[config.mk]
export PLATFORM = sky130hd
export DESIGN_NAME = multibank_ctrl
export DESIGN_NICKNAME = d
export VERILOG_FILES = /design/src/rtl/multibank_ctrl.sv
export SDC_FILE = /design/constraint.sdc
export NUM_CORES = 1
export LEC_CHECK = 0
export ABC_AREA = 1
export CORE_MARGIN = 5
export CORE_UTILIZATION = 23
export DETAILED_ROUTE_END_ITERATION = 7
export GPL_ROUTABILITY_DRIVEN = 0
export MAX_ROUTING_LAYER = met4
export PLACE_DENSITY = 0.59
export SLEW_MARGIN = 20
export SYNTH_ARGS = -nofsm -noshare
export SYNTH_HDL_FRONTEND = slang
export SYNTH_SLANG_ARGS = --single-unit
[constraint.sdc]
create_clock -name clk -period 3 [get_ports clk]
set_clock_uncertainty 0.2 [all_clocks]
set_input_delay 0.45 -clock clk [delete_from_list [all_inputs] [get_ports clk]]
set_output_delay 0.45 -clock clk [all_outputs]
set_load 0.005 [all_outputs]
[src/rtl/multibank_ctrl.sv]
// Multi-bank SRAM front end: decodes requests onto single-port bank macros, tags reads
// through the macro latency and returns read data in order through a credit-guarded FIFO.
module multibank_ctrl #(
    parameter int unsigned DATA_WIDTH   = 32,
    parameter int unsigned ADDR_WIDTH   = 10,
    parameter int unsigned NUM_BANKS    = 4,
    parameter int unsigned WMASK_WIDTH  = 4,
    parameter int unsigned BANK_LATENCY = 1
) (
    input  logic                                  clk,
    input  logic                                  rst,
    input  logic                                  req_valid,
    output logic                                  req_ready,
    input  logic                                  req_we,
    input  logic [ADDR_WIDTH-1:0]                 req_addr,
    input  logic [DATA_WIDTH-1:0]                 req_wdata,
    input  logic [WMASK_WIDTH-1:0]                req_wmask,
    output logic                                  rsp_valid,
    input  logic                                  rsp_ready,
    output logic [DATA_WIDTH-1:0]                 rsp_rdata,
    output logic [NUM_BANKS-1:0]                  bank_csb,
    output logic [NUM_BANKS-1:0]                  bank_web,
    output logic [ADDR_WIDTH-$clog2(NUM_BANKS)-1:0] bank_addr,
    output logic [DATA_WIDTH-1:0]                 bank_din,
    output logic [WMASK_WIDTH-1:0]                bank_wmask,
    input  logic [NUM_BANKS*DATA_WIDTH-1:0]       bank_dout
);

    localparam int unsigned BANK_SEL  = $clog2(NUM_BANKS);
    localparam int unsigned BIDX_W    = (BANK_SEL > 0) ? BANK_SEL : 1;
    localparam int unsigned BADDR_W   = ADDR_WIDTH - BANK_SEL;
    localparam int unsigned RSP_DEPTH = BANK_LATENCY + 2;
    localparam int unsigned IDX_W     = $clog2(RSP_DEPTH);
    localparam int unsigned PTR_W     = IDX_W + 1;
    localparam int unsigned CNT_W     = $clog2(RSP_DEPTH + 1);

    logic                                   w_acc;
    logic                                   w_rd_acc;
    logic                                   w_credit;
    logic                                   w_push;
    logic                                   w_pop;
    logic [BIDX_W-1:0]                      w_bank;
    logic [BADDR_W-1:0]                     w_baddr;
    logic [NUM_BANKS-1:0]                   w_onehot;
    logic [NUM_BANKS-1:0][DATA_WIDTH-1:0]   w_dout_arr;
    logic [DATA_WIDTH-1:0]                  w_dout;

    logic [NUM_BANKS-1:0]                   r_csb;
    logic [NUM_BANKS-1:0]                   r_web;
    logic [BADDR_W-1:0]                     r_addr;
    logic [DATA_WIDTH-1:0]                  r_din;
    logic [WMASK_WIDTH-1:0]                 r_wmask;
    logic [BANK_LATENCY:0]                  r_tag_v;
    logic [BANK_LATENCY:0][BIDX_W-1:0]      r_tag_b;
    logic [CNT_W-1:0]                       r_inflight;
    logic [CNT_W-1:0]                       r_count;
    logic [PTR_W-1:0]                       r_wr_ptr;
    logic [PTR_W-1:0]                       r_rd_ptr;
    logic [DATA_WIDTH-1:0]                  r_mem [RSP_DEPTH];

    function automatic logic [PTR_W-1:0] ptr_inc(input logic [PTR_W-1:0] p);
        return (p == PTR_W'(RSP_DEPTH - 1)) ? '0 : p + PTR_W'(1);
    endfunction

    // Bank decode from the top address bits; a single bank has no select field.
    if (BANK_SEL > 0) begin : g_dec
        assign w_bank  = req_addr[ADDR_WIDTH-1 -: BANK_SEL];
        assign w_baddr = req_addr[BADDR_W-1:0];
    end else begin : g_nodec
        assign w_bank  = '0;
        assign w_baddr = req_addr;
    end

    assign w_onehot   = NUM_BANKS'(1) << w_bank;
    assign w_credit   = (32'(r_inflight) + 32'(r_count)) < RSP_DEPTH;
    assign req_ready  = !rst && w_credit;
    assign w_acc      = req_valid && req_ready;
    assign w_rd_acc   = w_acc && !req_we;
    assign w_dout_arr = bank_dout;
    assign w_dout     = w_dout_arr[r_tag_b[BANK_LATENCY]];
    assign w_push     = r_tag_v[BANK_LATENCY];
    assign w_pop      = rsp_valid && rsp_ready;

    assign rsp_valid  = (r_count != '0);
    assign rsp_rdata  = r_mem[IDX_W'(r_rd_ptr)];
    assign bank_csb   = r_csb;
    assign bank_web   = r_web;
    assign bank_addr  = r_addr;
    assign bank_din   = r_din;
    assign bank_wmask = r_wmask;

    // Macro-side request registers; idle values whenever nothing is accepted.
    always_ff @(posedge clk) begin
        if (rst || !w_acc) begin
            r_csb   <= '1;
            r_web   <= '1;
            r_addr  <= '0;
            r_din   <= '0;
            r_wmask <= '0;
        end else begin
            r_csb   <= ~w_onehot;
            r_web   <= req_we ? ~w_onehot : '1;
            r_addr  <= w_baddr;
            r_din   <= req_we ? req_wdata : '0;
            r_wmask <= req_we ? req_wmask : '0;
        end
    end

    // Read tags ride alongside the macro latency so the mux picks the bank that was read.
    always_ff @(posedge clk) begin
        if (rst) begin
            r_tag_v <= '0;
            r_tag_b <= '0;
        end else begin
            r_tag_v <= {r_tag_v[BANK_LATENCY-1:0], w_rd_acc};
            r_tag_b <= {r_tag_b[BANK_LATENCY-1:0], w_bank};
        end
    end

    always_ff @(posedge clk) begin
        if (rst) begin
            r_inflight <= '0;
            r_count    <= '0;
            r_wr_ptr   <= '0;
            r_rd_ptr   <= '0;
        end else begin
            case ({w_rd_acc, w_push})
                2'b10:   r_inflight <= r_inflight + CNT_W'(1);
                2'b01:   r_inflight <= r_inflight - CNT_W'(1);
                default: r_inflight <= r_inflight;
            endcase
            case ({w_push, w_pop})
                2'b10:   r_count <= r_count + CNT_W'(1);
                2'b01:   r_count <= r_count - CNT_W'(1);
                default: r_count <= r_count;
            endcase
            if (w_push) r_wr_ptr <= ptr_inc(r_wr_ptr);
            if (w_pop)  r_rd_ptr <= ptr_inc(r_rd_ptr);
        end
    end

    // Response storage; credit makes a push into a full FIFO unreachable.
    always_ff @(posedge clk) begin
        if (w_push) r_mem[IDX_W'(r_wr_ptr)] <= w_dout;
        if (!rst) begin
            assert (!(w_push && !w_pop && r_count == CNT_W'(RSP_DEPTH)))
                else $error("multibank_ctrl: response FIFO overflow");
        end
    end

endmodule

== Word-level counts from Yosys, hierarchy flattened ==
Memories as Yosys holds them, arrays and structs flattened. A register that Yosys moved wholly into a read port is not among the register bits.
Index checks and enable logic that the tools add are counted.
Storage, ports and cells
  flip-flop bits (word level): 68
  input bits: 179
  memories kept: 1
  bits in writable memories: 96
Memories
  r_mem: depth 3, bits a word 32, rd ports 1, clocked after memory_dff 1, wr ports 1, RTL line 59  | logic [DATA_WIDTH-1:0] r_mem [RSP_DEPTH];
Cells by class
  $add $sub $neg: 7
  equality and inequality tests: 6
  bitwise logic cells: 2
  shift operators: 1
  reduce and logical (&&, ||, !) cells: 12
  order comparisons: 2
  mux-type cells: 10
Operator list (number)
  binary-select mux 32 bit (select 2 bit): 1
  2-to-1 mux 32 bit: 1
  case mux 2 bit (2 select lines): 2
  adder 3 x 1 -> 3 bit, second input constant: 2
  equality test 3 x 2 -> 1 bit, second input constant: 2
  2-to-1 mux 3 bit: 2
  nonzero test 2 bit: 3
  adder 2 x 1 -> 2 bit, second input constant: 2
  equality test 2 x 1 -> 1 bit, second input constant: 2
  equality test 2 bit, second input constant: 2
  logical AND 1 bit: 4
  2-to-1 mux 2 bit: 2
  inverter 4 bit: 1
  left shift 1 x 2 -> 4 bit, first input constant: 1
  subtractor 2 x 1 -> 2 bit, second input constant: 2
  adder 2 x 2 -> 3 bit: 1
  zero test 1 bit: 3
  < comparator 2 x 3 -> 1 bit, second input constant: 1
  < comparator 3 x 2 -> 1 bit, second input constant: 1
  2-to-1 mux 1 bit: 2
  OR reduction 2 bit: 1
  logical OR 1 bit: 1
  inverter 1 bit: 1

== Depth between registers and ports, before layout ==
Gate-level depths: netlist (run 1).
  depth after elaboration: 7
  depth in mapped cells: 13

== Worst setup path after synthesis (run 1) ==
Ideal clock, no wire load.
  kind: register -> register
  start point: register r_tag_v[1]
  end point: memory r_mem[1][0], enable pin
  arrival: 1.833 ns
  path slack: 0.546 ns
  buffers on the path: 0
  stages on the path, launching flop included: 3
  path through: dfxtp_1 > nand2_1 > nor2_1
On the way
  cells in the longest elaborated chain, start to end: 2
RTL lines
  start, declared: RTL line 53  | logic [BANK_LATENCY:0] r_tag_v;
  start signal, assigned: RTL line 115  | r_tag_v <= {r_tag_v[BANK_LATENCY-1:0], w_rd_acc};
  2-to-1 mux 1 bit: RTL line 144  | if (w_push) r_mem[IDX_W'(r_wr_ptr)] <= w_dout;
  2-to-1 mux 1 bit (implied by the code): RTL line 144
  end, declared: RTL line 59
No other way between the ends.

==> results of run 1 <==
-- per-layer routing --
metal / part of all wire / wire (µm) / GRT usage
met1: 0.43 / 8920 / 0.148
met2: 0.49 / 10200 / 0.208
met3: 0.074 / 1530 / 0.0470
met4: 0.0090 / 187 / 0.0281
met5: 0 / 0 / -
-- final cells by class --
class	count	area (µm²)
fill	2929	18300
sequential	166	4290
timing repair buffer	276	2760
multi-input combinational	410	1950
tap	384	480
clock buffer	17	425
inverter	71	272
clock inverter	15	231
-- critical path: stages (launching register included) --
cell and delay, ns:
dfxtp_1 0.33, buf_4 0.38, a21oi_1 0.13, a21oi_1 0.33
clkdlybuf4s50_1 0.58
-- worst paths after layout --
check,start,end,depth (start not counted),slack [ns]
worst max register to register,r_count[0],r_inflight[1],12,0.41
worst min-delay path,r_tag_b[0],r_tag_b[2],2,0.20
worst min register to register,r_tag_b[0],r_tag_b[2],2,0.20
worst max-delay path,flop,rsp_rdata[19],4,0.15
-- Yosys cell counts, types with 2 or more instances --
| cell type | count | area share |
|---|---|---|
| a21oi_1 | 74 | 0.055 |
| buf_2 | 17 | 0.013 |
| buf_6 | 4 | 0.0067 |
| clkbuf_1 | 16 | 0.0090 |
| dfxtp_1 | 70 | 0.21 |
| edfxtp_1 | 96 | 0.43 |
| ha_1 | 3 | 0.0056 |
| inv_1 | 68 | 0.038 |
| nand2_1 | 55 | 0.031 |
| nand2_2 | 2 | 0.0019 |
| nand3_1 | 10 | 0.0075 |
| nor2_1 | 140 | 0.079 |
| nor2_2 | 21 | 0.020 |
| o21ai_0 | 66 | 0.049 |
| o21ai_1 | 3 | 0.0022 |
| o22ai_1 | 32 | 0.030 |
| or2_2 | 2 | 0.0019 |
-- registers in the layout, summed over array words and instances (netlist names), named ones only --
| name | cells |
|---|---|
| r_mem | 96 |
| bank_din | 32 |
| bank_addr | 8 |
| bank_csb | 4 |
| bank_web | 4 |
| bank_wmask | 4 |
| r_tag_b | 4 |
| r_rd_ptr | 3 |
| r_wr_ptr | 3 |
| r_count | 2 |
| r_inflight | 2 |
| r_tag_v | 2 |
-- through the flow --
| stage | total power [µW] | cells | area, µm² | worst slack (ns) | util |
|---|---|---|---|---|---|
| 3_5_place_dp | 3230 | 1307 | 9750 | 0.423 | 0.340 |
| 2_1_floorplan | 2770 | 685 | 6680 | 0.546 | - |
| 4_1_cts | 5660 | 1339 | 10400 | 0.138 | 0.362 |
| 5_1_grt | 5820 | 1339 | 10400 | 0.0890 | 0.362 |
| 3_3_place_gp | 3230 | 1307 | 9750 | 0.470 | 0.340 |
| 6_report | 5590 | 1339 | 10400 | 0.146 | 0.362 |
-- logic make-up (layout without fill, tap and decap cells) --
kind of cell,count (synthesis),count (layout)
buffers and inverters,109,379
and+or+nand+nor,231,231
adders and majority gates,4,4
DFF,166,166
AOI/OAI and AO/OA,175,175
-- power by group through the flow --
stage / clock, µW / sequential [µW] / combinational (µW)
after floorplan: 0 / 2530 / 240
after global placement: 0 / 2530 / 695
after detailed placement: 0 / 2540 / 700
after CTS: 2470 / 2480 / 704
after global routing: 2580 / 2490 / 751
final: 2420 / 2480 / 691
==> results.txt, run 1 <==
clock sink count - 166
Overall Global Routing Usage - 0.126
CTS max path bufs - 2
post-synthesis mux area share - 0
Switching Share - 0.231
Pwr Density - 537 mW/mm²
sw power - 1290 µW
Comb pwr share - 0.124
Ports - 265
die width - 180 µm
startpoint types - flop
first-pass GRT wire length - 31300 µm
Final Setup Violations - 0
max frequency - 350 MHz
Via-to-Cell Ratio - 4.16
Setup TNS - 0 ns
Clk network pwr share - 0.432
IR drop worst, VDD - 0.332 mV
post-layout minimum cycle time - 2.85 ns
Compound-Gate Fraction of Synth Area - 0.137
Initial Util - 0.233
First-pass DRT Iterations - 4
average cell area after synthesis - 9.76 µm²
Worst-Skew Late Latency - 0.42 ns
Distinct cells, synth - 23
HPWL after DPL - 14600 µm
Max H-tree Level - 4
Die H - 180 µm
part of the power in registers - 0.444
simple-gate share of the synthesized area - 0.143
pin count of the biggest net entering global routing - 65
CTS buffer count - 17
largest family of logic cells by synthesized area - simple AND/OR/NAND/NOR gates
Hold Crit Class - flop to flop
Ant. Diodes - 0
internal power - 4300 µW
layout cells sized above 1 - 0.0796
post-CTS setup buffers - 0
Yosys reg bits - 166
EDFF count, synth - 96
post_cts resized - 0
final-stage net count - 1125
Final Hold Fails - 0
xor and xnor area share after synthesis - 0
clk slew on worst S/H paths - 0.06 ns
most frequent cells in the layout - clkdlybuf4s50_1, nor2_1, edfxtp_1
initial antenna violation count - 0
drt total wl - 20800 µm
leakage - 0.00394 µW
crit path max fanout - 32
Core Region - 0.0287 mm²
Iter 0 DRT Violations - 295
netlist area before placement - 0.00668 mm²
area share of fa/ha/maj cells after synthesis - 0.00861
gr ovfl total - 0
final period utilization - 0.951
CTS tree - done
remaining routing DRC violations - 0
Post-synth top flop - edfxtp_1
vias in the first global route - 5638
Slew Limit Fails - 0
required time of the critical path - 2.35 ns
WL/cell - 15.6 µm
FP Rows - 62
Area Overhead vs Synth - 55.7%
syn nets - 868
Vias - 5576
sequential share of the synthesized area - 0.641
Die Area - 0.0326 mm²
asr flop ratio synth - 0
Worst Path Arrival - 2.20 ns
WHS - 0.198 ns
status - finished, final reports clean
Root Buffer - clkbuf_16
Buffers on Ports - 264
crit end category - output pin
RSZ-0062 raised after global routing - false
Post-Syn Instances - 685
slew margin rel. - 0.550
CP Class - flop to output pin
Slew @ Worst Pin - 0.675 ns
# hold bufs at CTS - 0
Antenna Nets Post-Route - 0
Max-cap violations - 0
commonest non-fill, non-tap cell in the layout - clkdlybuf4s50_1
Synth Warn # - 0
No activity file was read; power rests on OpenSTA's default activity.
==> run 2, diff against run 1 <==
- ABC_CLOCK_PERIOD_IN_PS: not set -> 3000
==> results of run 2 <==
Same layout as run 1: the final DEF is identical, and so are final timing and power.
